## config.mk

```make
export PLATFORM = sky130hd
export DESIGN_NAME = voxel_scene_streamer
export DESIGN_NICKNAME = d
export VERILOG_FILES = /design/src/rtl/voxel_scene_streamer.sv
export SDC_FILE = /design/constraint.sdc
export NUM_CORES = 1
export LEC_CHECK = 0
export CAP_MARGIN = 20
export CORE_ASPECT_RATIO = 1.5
export CORE_MARGIN = 2
export CORE_UTILIZATION = 54
export DETAILED_ROUTE_END_ITERATION = 8
export HOLD_SLACK_MARGIN = 0.02
export PLACE_DENSITY_LB_ADDON = 0.08
export SETUP_SLACK_MARGIN = 0.5
export SKIP_LAST_GASP = 1
export SLEW_MARGIN = 20
export SYNTH_ARGS = -nofsm -noshare
export SYNTH_HDL_FRONTEND = slang
export SYNTH_SLANG_ARGS = --single-unit
```

## constraint.sdc

```tcl
create_clock -name clk -period 3.2 [get_ports clk]
set_clock_uncertainty 0.15 [all_clocks]
set_input_delay 0.48 -clock clk [delete_from_list [all_inputs] [get_ports clk]]
set_output_delay 0.48 -clock clk [all_outputs]
set_load 0.01 [all_outputs]
```

## src/rtl/voxel_scene_streamer.sv

```systemverilog
// Serialises packed occupancy words from the host FIFO into one-bit voxel writes
// for raytracer_top, in ascending {z,y,x} address order.
module voxel_scene_streamer #(
  parameter int ADDR_BITS = 15,
  parameter int WORD_W    = 32,
  parameter int SETTLE    = 10
) (
  input  logic                 clk,
  input  logic                 rst,
  input  logic                 start,
  input  logic                 abort,
  output logic                 busy,
  output logic                 done,
  input  logic                 word_valid,
  output logic                 word_ready,
  input  logic [WORD_W-1:0]    word_data,
  output logic                 load_mode,
  output logic                 load_valid,
  input  logic                 load_ready,
  output logic [ADDR_BITS-1:0] load_addr,
  output logic                 load_data,
  output logic [ADDR_BITS:0]   voxels_sent
);

  localparam int BIT_W = (WORD_W > 1) ? $clog2(WORD_W) : 1;
  localparam int SET_W = (SETTLE > 0) ? $clog2(SETTLE + 1) : 1;
  localparam logic [ADDR_BITS:0]   LAST_ADDR = {1'b0, {ADDR_BITS{1'b1}}};
  localparam logic [BIT_W-1:0]     LAST_BIT  = BIT_W'(WORD_W - 1);
  localparam logic [SET_W-1:0]     LAST_SET  = SET_W'(SETTLE - 1);

  typedef enum logic [2:0] {
    S_IDLE,
    S_FETCH,
    S_SEND,
    S_SETTLE,
    S_DONE
  } state_t;

  state_t              state_reg;
  logic [ADDR_BITS:0]  addr_reg;
  logic [WORD_W-1:0]   shift_reg;
  logic [WORD_W-1:0]   shift_next;
  logic [BIT_W-1:0]    bitcnt_reg;
  logic [SET_W-1:0]    settle_reg;

  assign shift_next = shift_reg >> 1;

  always_ff @(posedge clk) begin
    if (rst) begin
      state_reg   <= S_IDLE;
      addr_reg    <= '0;
      shift_reg   <= '0;
      bitcnt_reg  <= '0;
      settle_reg  <= '0;
      busy        <= 1'b0;
      done        <= 1'b0;
      word_ready  <= 1'b0;
      load_mode   <= 1'b0;
      load_valid  <= 1'b0;
      load_addr   <= '0;
      load_data   <= 1'b0;
      voxels_sent <= '0;
    end else begin
      done <= 1'b0;
      if (abort && busy) begin
        // A write handshaking in the abort cycle still happened downstream, so count it.
        if (load_valid && load_ready)
          voxels_sent <= voxels_sent + 1'b1;
        state_reg  <= S_IDLE;
        busy       <= 1'b0;
        word_ready <= 1'b0;
        load_mode  <= 1'b0;
        load_valid <= 1'b0;
      end else begin
        case (state_reg)
          S_IDLE: begin
            if (start && !abort) begin
              addr_reg    <= '0;
              voxels_sent <= '0;
              busy        <= 1'b1;
              load_mode   <= 1'b1;
              word_ready  <= 1'b1;
              state_reg   <= S_FETCH;
            end
          end
          S_FETCH: begin
            if (word_valid && word_ready) begin
              shift_reg  <= word_data;
              bitcnt_reg <= '0;
              word_ready <= 1'b0;
              load_valid <= 1'b1;
              load_addr  <= addr_reg[ADDR_BITS-1:0];
              load_data  <= word_data[0];
              state_reg  <= S_SEND;
            end
          end
          S_SEND: begin
            if (load_valid && load_ready) begin
              addr_reg    <= addr_reg + 1'b1;
              shift_reg   <= shift_next;
              bitcnt_reg  <= bitcnt_reg + 1'b1;
              voxels_sent <= voxels_sent + 1'b1;
              // Terminal test uses the accepted address, before the increment.
              if (addr_reg == LAST_ADDR) begin
                load_valid <= 1'b0;
                settle_reg <= '0;
                state_reg  <= S_SETTLE;
              end else if (bitcnt_reg == LAST_BIT) begin
                load_valid <= 1'b0;
                word_ready <= 1'b1;
                state_reg  <= S_FETCH;
              end else begin
                load_addr <= addr_reg[ADDR_BITS-1:0] + 1'b1;
                load_data <= shift_next[0];
              end
            end
          end
          S_SETTLE: begin
            if (settle_reg == LAST_SET) begin
              load_mode <= 1'b0;
              busy      <= 1'b0;
              done      <= 1'b1;
              state_reg <= S_DONE;
            end else begin
              settle_reg <= settle_reg + 1'b1;
            end
          end
          S_DONE: begin
            state_reg <= S_IDLE;
          end
          default: begin
            state_reg <= S_IDLE;
          end
        endcase
      end
    end
  end

endmodule

```

Word level (Yosys, flattened, before mapping)
Cells that the tools add are included.
W data, S select, Z words.
{ "totals": {"out_inout_bits": 37, "reg_bits": 96, "input_bits": 38, "elab_cells": 106} }
{ "classes": {"reduce_logical": 23, "bitwise_logic": 2, "n_addsub": 5, "n_mux": 47, "n_eq_ne": 17} }
{ "op_table": {"columns": ["cell", "count"], "rows": [
  ["$mux W16", 4],
  ["$mux W32", 2],
  ["$pmux W16 S2", 2],
  ["$pmux W32 S2", 1],
  ["$mux W15", 4],
  ["$add A16 B1 Y16 const B", 2],
  ["$pmux W15 S2", 1],
  ["$mux W3", 6],
  ["$ne A2 B2 Y1 const B", 9],
  ["$eq A16 B15 Y1 const B", 1],
  ["$add A15 B1 Y15 const B", 1],
  ["$mux W1", 15],
  ["$mux W4", 3],
  ["$pmux W3 S4", 1],
  ["$reduce_and A4 Y1", 3],
  ["$reduce_and A6 Y1", 2],
  ["$mux W5", 2],
  ["$pmux W5 S2", 1],
  ["$reduce_and A5 Y1", 2],
  ["$pmux W4 S2", 1],
  ["$reduce_bool A2 Y1", 4],
  ["$eq A3 B2 Y1 const B", 2],
  ["$ne A3 B3 Y1 const B", 2],
  ["$pmux W1 S2", 3],
  ["15 further kinds", 20]
]} }

Depth between registers and ports, before layout
Gate-level depths: netlist of run 1.
{ "depth": {"ltp_word": 5, "mapped_depth": 10, "mapped_depth_nobuf": 7} }

Worst setup path before layout of run 1
No wires, ideal clock.
{ "synth_path": {"path_kind": "register -> register", "startpoint": "register addr_reg[0]", "endpoint": "register load_addr[11]", "required_time_ns": 2.970, "t_arrival_ns": 2.006, "stages_incl_launch_ff": 10, "setup_slack_ns": 0.964, "synth_period_minus_slack_ns": 2.236, "n_path_buf": 3, "setup_time_ns": 0.080, "path_cell_list": "dfxtp_1 -> ha_1 -> and4_1 -> clkbuf_1 -> and4_1 -> buf_2 -> nand2_1 -> clkbuf_1 -> a21oi_1 -> a211oi_2"} }
{ "synth_between": {"elab_chain_len": 5, "word_cells_on_any_way": 8, "classes_between": "add/sub (1); eq/ne (2); mux (4); reduce/logical (1)"} }
{ "synth_rtl": {"columns": ["element", "line", "rtl"], "rows": [
  ["start, declared", "40", "logic [ADDR_BITS:0] addr_reg;"],
  ["start signal, assigned", "99", "addr_reg <= addr_reg + 1'b1;"],
  ["$add A15 B1 Y15", "113", "load_addr <= addr_reg[ADDR_BITS-1:0] + 1'b1;"],
  ["$mux W15", "108", "end else if (bitcnt_reg == LAST_BIT) begin"],
  ["$mux W15", "104", "if (addr_reg == LAST_ADDR) begin"],
  ["$mux W15", "98", "if (load_valid && load_ready) begin"],
  ["$pmux W15 S2", "75", "case (state_reg)"],
  ["end signal, assigned", "92", "load_addr <= addr_reg[ADDR_BITS-1:0];"],
  ["end signal, assigned", "113", null],
  ["end, declared", "20", "output logic [ADDR_BITS-1:0] load_addr,"]
]} }
Parallel ways exist; a longest one is shown, timed or not. The select of a mux whose other input is x is not followed.
A chain may end at the register's enable or synchronous reset.

Worst setup path after layout of run 1
{ "layout_path": {"startpoint": "register state_reg[1]", "endpoint": "register load_addr[4]"} }
{ "layout_between": {"elab_chain_len": 3, "word_cells_on_any_way": 9, "classes_between": "eq/ne (6); mux (1); reduce/logical (2)"} }
{ "layout_rtl": {"columns": ["element", "line", "rtl"], "rows": [
  ["start, declared", "39", "state_t state_reg;"],
  ["start signal, assigned", "50", "state_reg <= S_IDLE;"],
  ["start signal, assigned", "69", "state_reg <= S_IDLE;"],
  ["start signal, assigned", "83", "state_reg <= S_FETCH;"],
  ["$eq A3 B2 Y1 or $eq A3 B1 Y1 (tied branches)", "75", null],
  ["$ne A2 B2 Y1 (no source line) or $reduce_bool A2 Y1 (tied branches)", null, null],
  ["$reduce_and A6 Y1 (no source line)", null, null]
]} }
Parallel ways exist; a longest one is shown, timed or not.

==> run summary, run 1 <==
Clk buf depth: 2
Max VDD drop: 0.000309 V
Actual slew at the worst max-slew pin: 0.694 ns
Hold-fix buffers at CTS: 0
Buf+Inv Stages, Crit Path: 3
FF+latch count, synth: 95
Mux share of post-synthesis cell area: 0.00671
First-iteration detailed-routing DRC count: 442
Syn avg cell area: 8.48 um^2
Placeable Area: 8780 um^2
Power per cell area: 530 nW/um^2
Delay-heaviest family, CP: simple AND/OR/NAND/NOR gates
Clock power frac: 0.339
CTS H-Tree Depth: 3
CTS tree: yes
Pwr Total: 3140 uW
CTS Root Cell: clkbuf_16
Die area: 9770 um^2
Dominant cell type by area after synthesis: dfxtp_1
# IOs: 75
Startpoint types: register
XOR/XNOR Fraction of Synth Area: 0.0397
Largest net degree at the start of global routing: 47
Num CTS Buffers: 9
Part of the power in registers: 0.420
Tcrit/Tclk final: 0.787
Synth Area in Adders: 0.0181
WS Path Type: reg2reg
Slowest stage cell, crit path: or3b_4
Clock slew at reported path FFs: 0.06 ns
Final Hold Fails: 0
Int Pwr: 2190 uW
Routed via count: 4392
Crit path depth: 8
Hold slack: 0.318 ns
Ys flop type: dfxtp_1
Reg2reg setup slack: 0.68 ns
Drt total wl: 11.5 mm
Sw Ratio: 0.302
Setup TNS Final: 0 ns
Hold WC Path Type: reg2reg
Largest family of logic cells by synthesized area: simple AND/OR/NAND/NOR gates
Net Count, Synth: 617
Aggregate global-route resource usage: 0.245
Outcome: complete, no violations
Gp weighted congestion: 0.915
# fillers: 730
Comb pwr share: 0.242
Worst Path Required: 3.31 ns
Critical path cell sequence: or3b_4 > inv_1 > clkbuf_8 > nand2_1 > o21ai_1 > nor2_2 > buf_4 > a211oi_1
CP arrival: 2.63 ns
Reg area: 1900 um^2
Sw Pwr: 949 uW
Post-route setup slack: 0.680 ns
Largest register FFs: 31
Post-synthesis simple-gate area fraction: 0.257
Pre-CTS WS: 0.344 ns
Max-Cap Viols: 0
Rows: 42
Area occupied by multi-input gates: 2710 um^2
Synth unique cells: 58
CP peak stage delay: 0.49 ns
Post-route DRC: 0
Final min period: 2.52 ns
Area grow syn2layout: 22.2%
Sink Count: 95
Initial antenna violation count: 0
Slew headroom: 0.538
DR vias/cell: 5.93
Worst skew pair latency: 0.35 ns
Synth Area in Compound Gates: 0.236
Leakage: 0.00195 uW
Most frequent cells in the layout: 95 x nand2_1, 95 x dfxtp_1, 73 x clkdlybuf4s50_1
Crit. End Element: register
Share of cells above drive strength 1: 0.119
Synth top area cells: dfxtp_1 39%, a311oi_2 8.7%, nand2_1 7.4%
Synth Cell Area: 4850 um^2
Die Wd: 81.4 um
Worst Reg-to-Reg Cells: 8
Ant. Diodes: 0
Async SR Flop Fraction: 0
Max Freq: 397 MHz
Antenna viol nets, final: 0
Initial Util: 0.552
Post-DP HPWL: 7.90 mm
Post-synth EDFFs: 0
Largest fanout on the critical path: 46
Initial DRT Pass Iterations: 5
Register area share after synthesis: 0.392
Nets: 674
Number of cells produced by synthesis: 572
Final setup violation count: 0
RSZ-0062 raised after global routing: false
Yosys Warn Count: 0
Vert. Die Dim: 120 um
Total gr overflow: 0
Yosys top cell area share: 0.392
Number of global-route vias before repair: 4308
Wire per inst: 15.5 um
First-pass GRT wire length: 19.0 mm
Port buffer count: 74
Worst Hold Depth: 2
Final Max Tran Viols: 0
-- power by group through the flow --
stage | sequential [uW] | combinational (uW) | clock [uW]
2_1_floorplan | 1330 | 531 | 0
3_3_place_gp | 1340 | 731 | 0
3_5_place_dp | 1340 | 746 | 0
4_1_cts | 1320 | 758 | 1080
5_1_grt | 1330 | 841 | 1120
6_report | 1320 | 759 | 1060
-- metal layers --
layer / wire [um] / GRT usage / up-vias / share of wire
li1: - / - / 2172 / -
met1: 4640 / 0.274 / 2088 / 0.40
met2: 6080 / 0.434 / 111 / 0.53
met3: 428 / 0.0338 / 21 / 0.037
met4: 319 / 0.128 / 0 / 0.028
met5: 0 / 0 / - / 0
-- metrics by stage --
step,utilization,std cells,cell area (um^2)
2_1_floorplan,-,572,4850
3_3_place_gp,0.640,726,5610
3_5_place_dp,0.640,726,5610
4_1_cts,0.673,739,5910
5_1_grt,0.675,741,5930
6_report,0.675,741,5930
-- path summary, 6_finish.rpt --
kind / endpoint / startpoint
setup reg to reg: load_addr[4] / state_reg[1]
setup / recovery: load_addr[4] / state_reg[1]
hold / removal: bitcnt_reg[4] / bitcnt_reg[4]
hold reg to reg: bitcnt_reg[4] / bitcnt_reg[4]
-- cell families (layout without fill, tap and decap cells) --
kind of cell             Yosys count  count (layout)
multiplexers                       3               3
AND/OR/NAND/NOR                  260             260
buffers and inverters             47             106
AO/OA/AOI/OAI                    138             138
adder cells (fa/ha/maj)            7               7
flip-flops                        95              95
XOR/XNOR                          22              22
-- synthesized netlist by cell type (2+ instances only) --
cell	number
a2111oi_0	2
a211oi_1	7
a211oi_2	8
a21oi_1	47
a22oi_1	2
a311oi_1	7
a311oi_2	28
a31oi_1	6
a41oi_1	2
and2_0	3
and2_1	2
and3_1	9
and3b_1	2
and4_1	4
buf_2	4
buf_4	4
buf_6	6
clkbuf_1	26
dfxtp_1	95
ha_1	7
inv_1	6
mux2_2	2
nand2_1	96
nand2b_1	5
nand3_1	18
nand3b_1	5
nand4_1	11
nand4b_1	3
nor2_1	65
nor2b_1	3
nor3_1	11
nor3b_1	3
nor4_1	4
o211ai_1	3
o21ai_0	17
or3_1	7
xnor2_1	12
xor2_1	10
-- worst min-delay path, cell delays in order, from the launching register on --
cell and delay [ns]:
dfxtp_1 0.32, nand2_1 0.06, a21oi_1 0.05
-- repair_timing --
| action | in CTS | in global routing |
|---|---|---|
| buffers inserted | 0 | 2 |
| endpoints found under the hold margin | 0 | 0 |
| resized for setup | 2 | 2 |
| endpoints found under the setup margin | 6 | 22 |
| pin swaps | 0 | 1 |
-- layout make-up --
cell class | count | share of cell area
inverters | 6 | 0.00380
flip-flops and latches | 95 | 0.321
clock inverters | 1 | 0.00507
clock buffers | 12 | 0.0433
multi-input cells | 430 | 0.457
well taps | 110 | 0.0232
repair buffers | 87 | 0.146
Note: power is estimated with default switching activity, not from simulation.
==> run 2, diff against run 1 <==
--- a/config.mk
+++ b/config.mk
@@ -8,7 +8,7 @@
 export CAP_MARGIN = 20
 export CORE_ASPECT_RATIO = 1.5
 export CORE_MARGIN = 2
-export CORE_UTILIZATION = 54
+export CORE_UTILIZATION = 49
 export DETAILED_ROUTE_END_ITERATION = 8
 export HOLD_SLACK_MARGIN = 0.02
 export PLACE_DENSITY_LB_ADDON = 0.08
==> constraint.sdc (replaced) <==
create_clock -name clk -period 2.2 [get_ports clk]
set_clock_uncertainty 0.15 [all_clocks]
set_input_delay 0.33 -clock clk [delete_from_list [all_inputs] [get_ports clk]]
set_output_delay 0.33 -clock clk [all_outputs]
set_load 0.01 [all_outputs]
==> run 2 against run 1 <==
  * Power up 75%
  * Clock power increased by 59%
  * Sequential share of layout area is 6.9 points lower
  * Flip-flop and latch count did not move
  * Wire length rose by 33%
  * Fmax rose by 18%
  * Worst hold slack got worse by 0.11 ns
  * Largest cell class unchanged
==> run summary, run 2 (same netlist as run 1, synthesis figures left out) <==
Hold-fix buffers at CTS: 0 (unchanged)
Final Hold Fails: 0 (unchanged)
Fin util: 0.798 (was 0.675)
Largest fanout on the critical path: 7 (was 46)
Max-Cap Viols: 0 (unchanged)
Die Wd: 85.2 um (was 81.4 um)
Crit. End Element: register (unchanged)
# IOs: 75 (unchanged)
Wire per inst: 18.1 um (was 15.5 um)
Commonest non-fill, non-tap cell in the layout: nand2_1
CTS Root Cell: clkbuf_16 (unchanged)
First-pass GRT wire length: 23.5 mm (was 19.0 mm)
Max Freq: 467 MHz (was 397 MHz)
Final setup violation count: 0 (unchanged)
Post-DP HPWL: 8.62 mm (was 7.90 mm)
Buf+Inv Stages, Crit Path: 2 (was 3)
Rows: 44 (was 42)
Antenna viol nets, final: 0 (unchanged)
Actual slew at the worst max-slew pin: 0.481 ns (was 0.694 ns)
Cell count after placement: 780 (was 726)
Total gr overflow: 0 (unchanged)
Outcome: complete, no violations (unchanged)
Sink Count: 95 (unchanged)
Startpoint types: register (unchanged)
Area grow syn2layout: 58.6% (was 22.2%)
Worst skew pair latency: 0.35 ns (about the same)
Most frequent cells in the layout: 92 x nand2_1, 74 x dfxtp_1, 56 x nor2_1 (was 95 x nand2_1, 95 x dfxtp_1, 73 x clkdlybuf4s50_1)
Die area: 10700 um^2 (was 9770 um^2)
Initial antenna violation count: 0 (unchanged)
Delay-heaviest family, CP: simple AND/OR/NAND/NOR gates (unchanged)
DR vias/cell: 5.94 (was 5.93)
Nets: 768 (was 674)
Clk buf depth: 2 (unchanged)
Num CTS Buffers: 9 (unchanged)
# fillers: 645 (was 730)
Ant. Diodes: 0 (unchanged)
Worst Path Required: 2.31 ns (was 3.31 ns)
Initial Util: 0.503 (was 0.552)
Critical path cell sequence: or3b_4 > or3_4 > buf_6 > buf_12 > nor2_4 > a31oi_2 > a311oi_2 (was or3b_4 > inv_1 > clkbuf_8 > nand2_1 > o21ai_1 > nor2_2 > buf_4 > a211oi_1)
Leakage: 0.00289 uW (was 0.00195 uW)
Power per cell area: 714 nW/um^2 (was 530 nW/um^2)
Initial DRT Pass Iterations: 8 (was 5)
Final Max Tran Viols: 0 (unchanged)
Drt total wl: 15.3 mm (was 11.5 mm)
Port buffer count: 74 (unchanged)
CTS tree: yes (unchanged)
Tcrit/Tclk final: 0.973 (was 0.787)
Placeable Area: 9630 um^2 (was 8780 um^2)
Slowest stage cell, crit path: or3b_4 (unchanged)
CTS H-Tree Depth: 3 (unchanged)
Number of global-route vias before repair: 4915 (was 4308)
Clock slew at reported path FFs: 0.07 ns (was 0.06 ns)
Slew headroom: 0.677 (was 0.538)
Aggregate global-route resource usage: 0.269 (was 0.245)
Gp weighted congestion: 0.905 (was 0.915)
Largest register FFs: 31 (unchanged)
First-iteration detailed-routing DRC count: 309 (was 442)
Final Non-Filler Cells: 843 (was 741)
Share of cells above drive strength 1: 0.374 (was 0.119)
Final min period: 2.14 ns (was 2.52 ns)
WS Path Type: reg2reg (unchanged)
Vert. Die Dim: 126 um (was 120 um)
Max VDD drop: 0.000547 V (was 0.000309 V)
Largest net degree at the start of global routing: 57 (was 47)
Routed via count: 5008 (was 4392)
Hold WC Path Type: in2reg (was reg2reg)
Post-route DRC: 0 (unchanged)
CP arrival: 2.25 ns (was 2.63 ns)
RSZ-0062 raised after global routing: true (was false)
CP peak stage delay: 0.42 ns (was 0.49 ns)
==> run 2: changes by cell type in the layout (fill, tap and decap cells not counted), moves of 7 or more <==
cell and delta:
buf_6 +27, buf_12 +13, a21oi_4 +11, dlygate4sd2_1 +37, a21oi_2 +13, clkdlybuf4s50_1 -38, buf_16 +7, buf_4 +42
dfxtp_2 +16, dfxtp_1 -21, a21oi_1 -24, nor2_1 -9
==> run 2: power breakdown <==
group	internal (uW)	total (uW)	switching, uW
clock	1020	1690	670
combinational	931	1890	961
sequential	1820	1900	80.7
total	3780	5490	1710
==> run 2: worst register-to-register path: stages, from the launching register on <==
cell	delay (ns)
dfxtp_2	0.33
or3b_4	0.42
or3_4	0.39
buf_6	0.14
buf_12	0.13
nor2_4	0.10
a31oi_2	0.12
a311oi_2	0.28
==> run 2: per-layer routing <==
layer,global-route usage,up-vias,share of wire
met5,0,-,0
met4,0.124,0,0.029
met3,0.0262,36,0.038
met2,0.493,160,0.55
met1,0.309,2431,0.38
li1,-,2381,-
==> run 2: area by class of cell <==
cell class | count | area, um^2 | share of cell area
multi-input combinational | 434 | 3350 | 0.436
clock buffer | 12 | 246 | 0.0321
inverter | 6 | 25.0 | 0.00325
tap | 115 | 144 | 0.0187
sequential | 95 | 1940 | 0.252
clock inverter | 4 | 70.1 | 0.00911
timing repair buffer | 177 | 1910 | 0.249
==> run 2: path summary, 6_finish.rpt <==
path	from	endpoint	slack, ns	cells past startpoint
setup / recovery	state_reg[2]	addr_reg[9]	0.06	7
hold / removal	rst	voxels_sent[10]	0.21	2
setup reg to reg	state_reg[2]	addr_reg[9]	0.06	7
hold reg to reg	shift_reg[1]	load_data	0.34	2
==> run 2: timing repair <==
| action | CTS | global route |
|---|---|---|
| pin swaps | 36 | 41 |
| gates resized for setup | 118 | 80 |
| endpoints found under the setup margin | 127 | 91 |
| cloned | 11 | 0 |
| setup buffers | 23 | 13 |
==> run 2: metrics by stage <==
step / hold slack (ns) / total power (uW) / setup WS, ns / instance area (um^2) / setup TNS, ns
after floorplan: 0.291 / 2810 / 0.101 / 5070 / 0
after global placement: 0.303 / 3250 / -0.116 / 6200 / -3.51
after detailed placement: 0.308 / 3280 / -0.177 / 6200 / -4.60
after CTS: 0.214 / 5220 / 0.0881 / 7230 / 0
after global routing: 0.227 / 5700 / 0.0444 / 7690 / 0
final: 0.212 / 5490 / 0.0593 / 7690 / 0
==> run 3, diff against run 2 <==
--- a/config.mk
+++ b/config.mk
@@ -7,11 +7,11 @@
 export LEC_CHECK = 0
 export CAP_MARGIN = 20
 export CORE_ASPECT_RATIO = 1.5
-export CORE_MARGIN = 2
 export CORE_UTILIZATION = 49
 export DETAILED_ROUTE_END_ITERATION = 8
 export HOLD_SLACK_MARGIN = 0.02
 export PLACE_DENSITY_LB_ADDON = 0.08
+export RECOVER_POWER = 25
 export SETUP_SLACK_MARGIN = 0.5
 export SKIP_LAST_GASP = 1
 export SLEW_MARGIN = 20
==> run 3 against run 2 <==
  * Combinational power hardly changed
  * Non-clock buffer count is 1 lower
  * Worst setup slack better by 0.074 ns
  * Highest routed layer unchanged
  * Die area is 3.9% lower
  * Utilization is 3.3 points lower
  * Global-route usage is 0.37 points higher
  * Power is 2.7% lower
  * Critical path depth stayed put
  * Design area is 4.1% lower
  * Via count is 0.94% lower
==> run summary, run 3 (same netlist as run 1, synthesis figures left out) <==
Outcome: complete, no violations (unchanged)
Ant. Diodes: 0 (unchanged)
GRT busiest layer: met2 (unchanged)
Worst Path Required: 2.27 ns (was 2.31 ns)
Aggregate global-route resource usage: 0.273 (was 0.269)
Worst reg2reg path endpoint: shift_reg[29] (was addr_reg[9])
Max VDD drop: 0.000677 V (was 0.000547 V)
Actual slew at the worst max-slew pin: 0.405 ns (was 0.481 ns)
Most frequent cells in the layout: 92 x nand2_1, 85 x dfxtp_1, 67 x buf_4 (was 92 x nand2_1, 74 x dfxtp_1, 56 x nor2_1)
Worst Reg-to-Reg Cells: 7 (unchanged)
Startpoint types: register (unchanged)
CP arrival: 2.14 ns (was 2.25 ns)
Gp weighted congestion: 0.887 (was 0.905)
Placeable Area: 9630 um^2 (unchanged)
Largest register FFs: 31 (unchanged)
Post-route DRC: 0 (unchanged)
Hold WC Path Type: in2reg (unchanged)
Num CTS Buffers: 9 (unchanged)
Clk buf depth: 2 (unchanged)
Wire per inst: 17.4 um (was 18.1 um)
Largest net degree at the start of global routing: 55 (was 57)
Leakage: 0.00276 uW (was 0.00289 uW)
Area occupied by multi-input gates: 3220 um^2 (was 3350 um^2)
GRT met1 Usage: 0.294 (was 0.309)
Vert. Die Dim: 124 um (was 126 um)
Met2 Use GR: 0.504 (was 0.493)
Die Wd: 83.2 um (was 85.2 um)
Final Max Tran Viols: 0 (unchanged)
Area grow syn2layout: 52.1% (was 58.6%)
Die area: 10300 um^2 (was 10700 um^2)
Worst skew pair latency: 0.35 ns (about the same)
Tcrit/Tclk final: 0.939 (was 0.973)
Hold-fix buffers at CTS: 0 (unchanged)
Pwr Total: 5340 uW (was 5490 uW)
Reg area: 1920 um^2 (was 1940 um^2)
WS Path Type: reg2reg (unchanged)
# IOs: 75 (unchanged)
Slew headroom: 0.728 (was 0.677)
Final Hold Fails: 0 (unchanged)
Post-route setup slack: 0.133 ns (was 0.0593 ns)
Clock slew at reported path FFs: 0.07 ns (about the same)
CTS tree: yes (unchanged)
RSZ-0062 raised after global routing: true (unchanged)
Hold slack: 0.223 ns (was 0.212 ns)
Initial DRT Pass Iterations: 5 (was 8)
CP Launch Point: state_reg[2] (unchanged)
Met3 usage: 0.0451 (was 0.0262)
First-iteration detailed-routing DRC count: 312 (was 309)
Reg2reg setup slack: 0.13 ns (was 0.06 ns)
Total gr overflow: 0 (unchanged)
Max-Cap Viols: 0 (unchanged)
CTS H-Tree Depth: 3 (unchanged)
Critical R2R Launch: state_reg[2] (unchanged)
Final min period: 2.07 ns (was 2.14 ns)
Post-DP HPWL: 8.44 mm (was 8.62 mm)
Number of global-route vias before repair: 4731 (was 4915)
Largest fanout on the critical path: 9 (was 7)
CTS Root Cell: clkbuf_16 (unchanged)
DR vias/cell: 5.91 (was 5.94)
Power per cell area: 725 nW/um^2 (was 714 nW/um^2)
Max Freq: 484 MHz (was 467 MHz)
First-pass GRT wire length: 22.3 mm (was 23.5 mm)
# fillers: 690 (was 645)
Pre-CTS WS: -0.118 ns (was -0.177 ns)
Port buffer count: 74 (unchanged)
Sink Count: 95 (unchanged)
Routed via count: 4961 (was 5008)
Rows: 44 (unchanged)
Final setup violation count: 0 (unchanged)
Initial Util: 0.503 (unchanged)
Share of cells above drive strength 1: 0.354 (was 0.374)
Crit path capture: shift_reg[29] (was addr_reg[9])
Initial antenna violation count: 0 (unchanged)
Nets: 764 (was 768)
Antenna viol nets, final: 0 (unchanged)
Drt total wl: 14.6 mm (was 15.3 mm)
Crit. End Element: register (unchanged)
Commonest non-fill, non-tap cell in the layout: nand2_1 (unchanged)
## run 3: cell count changes in the layout (fill, tap and decap cells not counted), moves of 5 or more
cell     delta
dfxtp_2     -7
dfxtp_1    +11
nor2_2      +8
buf_16      -5
nor2_1      -8
buf_4      +14
buf_6       -8
a21oi_1     +9
a21oi_4     -9
## run 3: worst min path at each step
stage | from | endpoint | depth (start not counted)
floorplan | bitcnt_reg[4] | bitcnt_reg[4] | 2
global placement | bitcnt_reg[4] | bitcnt_reg[4] | 2
detailed placement | bitcnt_reg[4] | bitcnt_reg[4] | 2
CTS | rst | voxels_sent[10] | 2
global route | rst | voxels_sent[10] | 2
finish | rst | voxels_sent[10] | 2
## run 3: critical path, stage by stage, from the launching register on
cell and delay (ns):
dfxtp_2 0.33, or3b_4 0.42, or3_4 0.42, nand2_8 0.18
buf_12 0.13, buf_16 0.11, buf_4 0.10, a311oi_2 0.09
## run 3: timing repair
item,4_1_cts,5_1_grt
setup endpoints to repair,125,95
pin swaps,39,17
resized for setup,122,45
setup buffers,31,9
cloned,3,4
## run 3: per-layer routing
metal | routed length [um] | share of wire
met1 | 5500 | 0.38
met2 | 7930 | 0.54
met3 | 644 | 0.044
met4 | 522 | 0.036
met5 | 0 | 0
## run 3: final cells by class
cell class / count / area share
Multi-Input combinational cell: 431 / 0.436
Sequential cell: 95 / 0.260
Timing Repair Buffer: 176 / 0.240
Clock buffer: 10 / 0.0324
Tap cell: 115 / 0.0195
Clock inverter: 6 / 0.00815
Inverter: 6 / 0.00339
## run 3: metrics by stage
stage / cell area, um^2 / util / setup TNS, ns / std cells
2_1_floorplan: 5070 / - / 0 / 572
3_5_place_dp: 6170 / 0.641 / -2.75 / 776
4_1_cts: 7030 / 0.729 / 0 / 826
5_1_grt: 7370 / 0.765 / 0 / 839
6_report: 7370 / 0.765 / 0 / 839
3_3_place_gp: 6170 / 0.641 / -1.68 / 776
## run 3: power breakdown
| part | total (uW) | internal, uW | switching (uW) |
|---|---|---|---|
| Sequential | 1900 | 1820 | 73.7 |
| Combinational | 1860 | 892 | 972 |
| Clock | 1580 | 906 | 674 |
| Total | 5340 | 3620 | 1720 |
==> RTL edit 1 (config.mk and constraints of run 2) <==
Make the reset (`rst`) asynchronous in one clocked block.
--- a/src/rtl/voxel_scene_streamer.sv
+++ b/src/rtl/voxel_scene_streamer.sv
@@ -45,7 +45,7 @@
 
   assign shift_next = shift_reg >> 1;
 
-  always_ff @(posedge clk) begin
+  always_ff @(posedge clk or posedge rst) begin
     if (rst) begin
       state_reg   <= S_IDLE;
       addr_reg    <= '0;
Check against the original RTL: differs if rst is asserted again (counterexample within 4 cycles, from zero or initial values and one cycle with rst high); with rst held inactive, the same outputs for 4 cycles.
==> RTL edit 1 against run 2 <==
Largest cell class unchanged. Total power rose by 37%. Sequential cell count is the same. Synthesized area increased by 3.3%. Maximum frequency about the same. Worst setup slack hardly changed. Largest power group is now combinational cells. Cell area grew 6.4%. Routed wire length up 15%.
==> RTL edit 1: results (changes against run 2) <==
asyncSetResetFlopFracSynth: 1.00  # +1.00
place.gp.congestion: 0.904  # -0.11%
postRouteWirelength_um: 17600  # +15%
number_of_global_route_vias_before_repair: 5065  # +3.1%
power.total_mw: 7.54  # +37%
synthesis.area_per_instance_um2: 9.13  # +7.7%
routed-wl-met2_um: 9400  # +11%
critical_path.reg2reg.endpoint: "shift_reg[4]"
filler_cell_count: 557  # -14%
relative_max_transition_margin: 0.612  # -0.0646
grt.total_usage: 0.283  # +0.0137
ys_top_cells_by_count: "nand2_1 (96), dfrtp_1 (95), nor2_1 (56)"
preCtsSetupSlack_ns: -0.328  # -0.151 ns
r2r-start: "state_reg[0]"
cts.repair_timing.setup_buffer_count: 46  # +100%
grt_first_pass_wirelength_um: 24700  # +5.3%
holdWs_ns: 0.200  # -0.0128 ns
min_from: "abort"
outcome: "finished clean"
timing.final.crit_share: 0.973  # about the same
hpwlAfterDp_um: 8570  # -0.66%
cell_internal_pwr_mw: 4.87  # +29%
dp_cells: 771  # -1.2%
postSynthNetCount: 594  # -3.7%
dpl-instance-area_um2: 6370  # +2.7%
holdPathEnd: "load_mode"
worst_path_dominant_cell_family: "buffers and inverters"
[RTL edit 1: logic make-up (layout without fill, tap and decap cells)]
| logic type | after synthesis | after routing | share of synthesized area |
|---|---|---|---|
| XOR/XNOR | 23 | 23 | 0.0402 |
| adder cells (fa/ha/maj) | 7 | 7 | 0.0175 |
| AO/OA/AOI/OAI | 120 | 120 | 0.154 |
| flip-flops | 95 | 95 | 0.475 |
| AND/OR/NAND/NOR | 237 | 238 | 0.219 |
| buffers and inverters | 49 | 252 | 0.0484 |
| multiplexers | 18 | 18 | 0.0467 |
[RTL edit 1: area by class of cell]
class                   count  area [um2]  share of cell area
clock buffers              12         236              0.0289
clock inverters             4        70.1             0.00856
inverters                  13        60.1             0.00734
multi-input cells         406        3040               0.371
flip-flops and latches     95        2380               0.291
well taps                 117         146              0.0179
repair buffers            222        2240               0.274
repair inverters            1        11.3             0.00138
[RTL edit 1: tightest hold or removal path: stages]
cell and delay [ns]:
dlymetal6s2s_1 0.12, buf_4 0.16, a211oi_1 0.05
==> RTL edit 2 (config.mk and constraints of run 2) <==
Without the edit above. `WORD_W`: 32 -> 64.
--- a/src/rtl/voxel_scene_streamer.sv
+++ b/src/rtl/voxel_scene_streamer.sv
@@ -2,7 +2,7 @@
 // for raytracer_top, in ascending {z,y,x} address order.
 module voxel_scene_streamer #(
   parameter int ADDR_BITS = 15,
-  parameter int WORD_W    = 32,
+  parameter int WORD_W    = 64,
   parameter int SETTLE    = 10
 ) (
   input  logic                 clk,
Ports: changed (resized word_data); port bits go from 75 to 107. No check against the original RTL was run, so the function may have changed too.
==> RTL edit 2 against run 2 <==
Critical path depth rose by 1. Combinational power fell by 47%. Worst hold slack got worse by 0.10 ns. Routed wire length rose by 29%. Utilization fell by 3.7 points. Clock power rose by 57%. Total power rose by 10%. Worst setup slack got worse by 0.037 ns. Sequential cell count rose by 33. Sequential share of layout area rose by 1.0 points. Synthesized area rose by 34%. Cell area rose by 28%. Critical path type unchanged. Critical endpoint is now shift_reg[47].
==> RTL edit 2: results (changes against run 2) <==
insertion_delay_ns: 0.42  # +0.07 ns
number_of_flip_flops_under_the_largest_register_name: 63  # +100%
synth_cell_type_count: 57  # -1.7%
layout-drive-gt1-share: 0.313  # -0.0611
grt_start_max_net_pins: 57  # unchanged
preCtsSetupSlack_ns: -0.142  # +0.0345 ns
synth-seq-area-share: 0.394  # +0.00144
cts.reportedPaths.clkPinSlew_ns: 0.07  # about the same
postSynthNetCount: 846  # +37%
worst_path_dominant_cell_family: "simple AND/OR/NAND/NOR gates"
worstHoldPathCells: 3  # +1
netlist_instances: 770  # +35%
dp_cells: 1027  # +32%
place.gp.congestion: 0.848  # -6.3%
detailedRoute.firstPassIterationCount: 5  # -3
yosys.cell_count.top_type: "nand2_1"
cp_max_fo: 12  # +5
ys_top_cells_by_count: "nand2_1 (159), dfxtp_1 (128), nor2_1 (105)"
p_leak_nw: 3.65  # +26%
placement.io_buffers: 106  # +43%
crit_path_max_incr_delay_ns: 0.34  # -0.08 ns
numCtsBuffers: 17  # +8
asyncSetResetFlopFracSynth: 0  # unchanged
grt.total_usage: 0.264  # -0.00510
min_path_type: "in2reg"
number_of_global_route_vias_before_repair: 6551  # +33%
post_layout_nonfiller_instances: 1119  # +33%
level_count_of_the_clock_h_tree: 4  # +1
cell_internal_pwr_mw: 4.35  # +15%
hpwlAfterDp_um: 11400  # +32%
outcome: "finished clean"
yosys_most_used_dff: "dfxtp_1"
worst_r2r_path_depth: 8  # +1
grt_first_pass_wirelength_um: 31100  # +33%
critPathSlowestCell: "and4_4"
drt_iter0_markers: 284  # -8.1%
worst-endpoint-arrival_ns: 2.35  # +0.10 ns
vias_per_cell: 5.90  # -0.63%
grt_antenna_before_repair: 0  # unchanged
filler_cell_count: 914  # +42%
timing_worst_slew_pin_value_ns: 0.591  # +0.110 ns
yosys-top-cells-area: "dfxtp_1 (39%), a311oi_2 (12%), nand2_1 (9.2%)"
avgRoutedWirePerCell_um: 17.6  # -2.9%
maximum_resistive_drop_on_vdd_v: 0.000447  # -18%
-- RTL edit 2: cell count changes after synthesis, moves of 5 or more --
cell and delta:
nor2_1 +40, and2_1 +7, buf_2 +6, buf_4 +5
dfxtp_1 +33, nand3_1 +8, o21ai_0 +7, a21oi_1 -6
a311oi_2 +22, a311oi_1 +15, nand2_1 +63, clkbuf_1 +6
-- RTL edit 2: path summary, 6_finish.rpt --
| kind | start | end | slack (ns) |
|---|---|---|---|
| worst max-delay path | state_reg[1] | shift_reg[47] | 0.02 |
| worst min-delay path | abort | load_mode | 0.11 |
| worst max register to register | state_reg[1] | shift_reg[47] | 0.02 |
| worst min register to register | shift_reg[11] | shift_reg[10] | 0.33 |
-- RTL edit 2: cell type report --
class	count	area share
Multi-Input combinational cell	579	0.413
Sequential cell	128	0.262
Timing Repair Buffer	216	0.245
Clock buffer	19	0.0459
Tap cell	159	0.0202
Clock inverter	13	0.0104
Inverter	5	0.00317
-- RTL edit 2: per-stage QoR --
step | hold slack [ns] | cell area [um2]
CTS | 0.227 | 9470
floorplan | 0.256 | 6780
global route | 0.117 | 9860
global placement | 0.309 | 8080
finish | 0.108 | 9860
detailed placement | 0.325 | 8080
-- RTL edit 2: repair_timing --
action | CTS | global route
pin swaps | 29 | 26
hold buffers | 0 | 0
endpoints found under the setup margin | 159 | 125
resized for setup | 118 | 51
gates cloned | 13 | 4
buffers inserted | 31 | 12
-- RTL edit 2: power groups by stage --
stage / Sequential, mW / Combinational, mW / Clock [mW]
global route: 2.39 / 1.07 / 2.79
CTS: 2.39 / 0.905 / 2.67
global placement: 2.43 / 0.735 / 0
floorplan: 2.44 / 0.478 / 0
detailed placement: 2.43 / 0.749 / 0
finish: 2.39 / 1.01 / 2.66
-- RTL edit 2: logic make-up after synthesis --
kind of cell | share of synthesized area
adder cells (fa/ha/maj) | 0.0115
AND/OR/NAND/NOR | 0.261
XOR/XNOR | 0.0269
buffers and inverters | 0.0532
AO/OA/AOI/OAI | 0.252
multiplexers | 0.00154
flip-flops | 0.394
-- RTL edit 2: tightest hold or removal path, cell delays in order --
cell and delay [ns]:
dlymetal6s2s_1 0.11, buf_6 0.14, a2111oi_0 0.06
-- RTL edit 2: metal layers --
metal	track usage	routed length, um	vias up
li1	-	-	3144
met3	0.0573	929	43
met4	0.0958	511	0
met2	0.478	10700	214
met1	0.300	7610	3205
met5	0	0	-
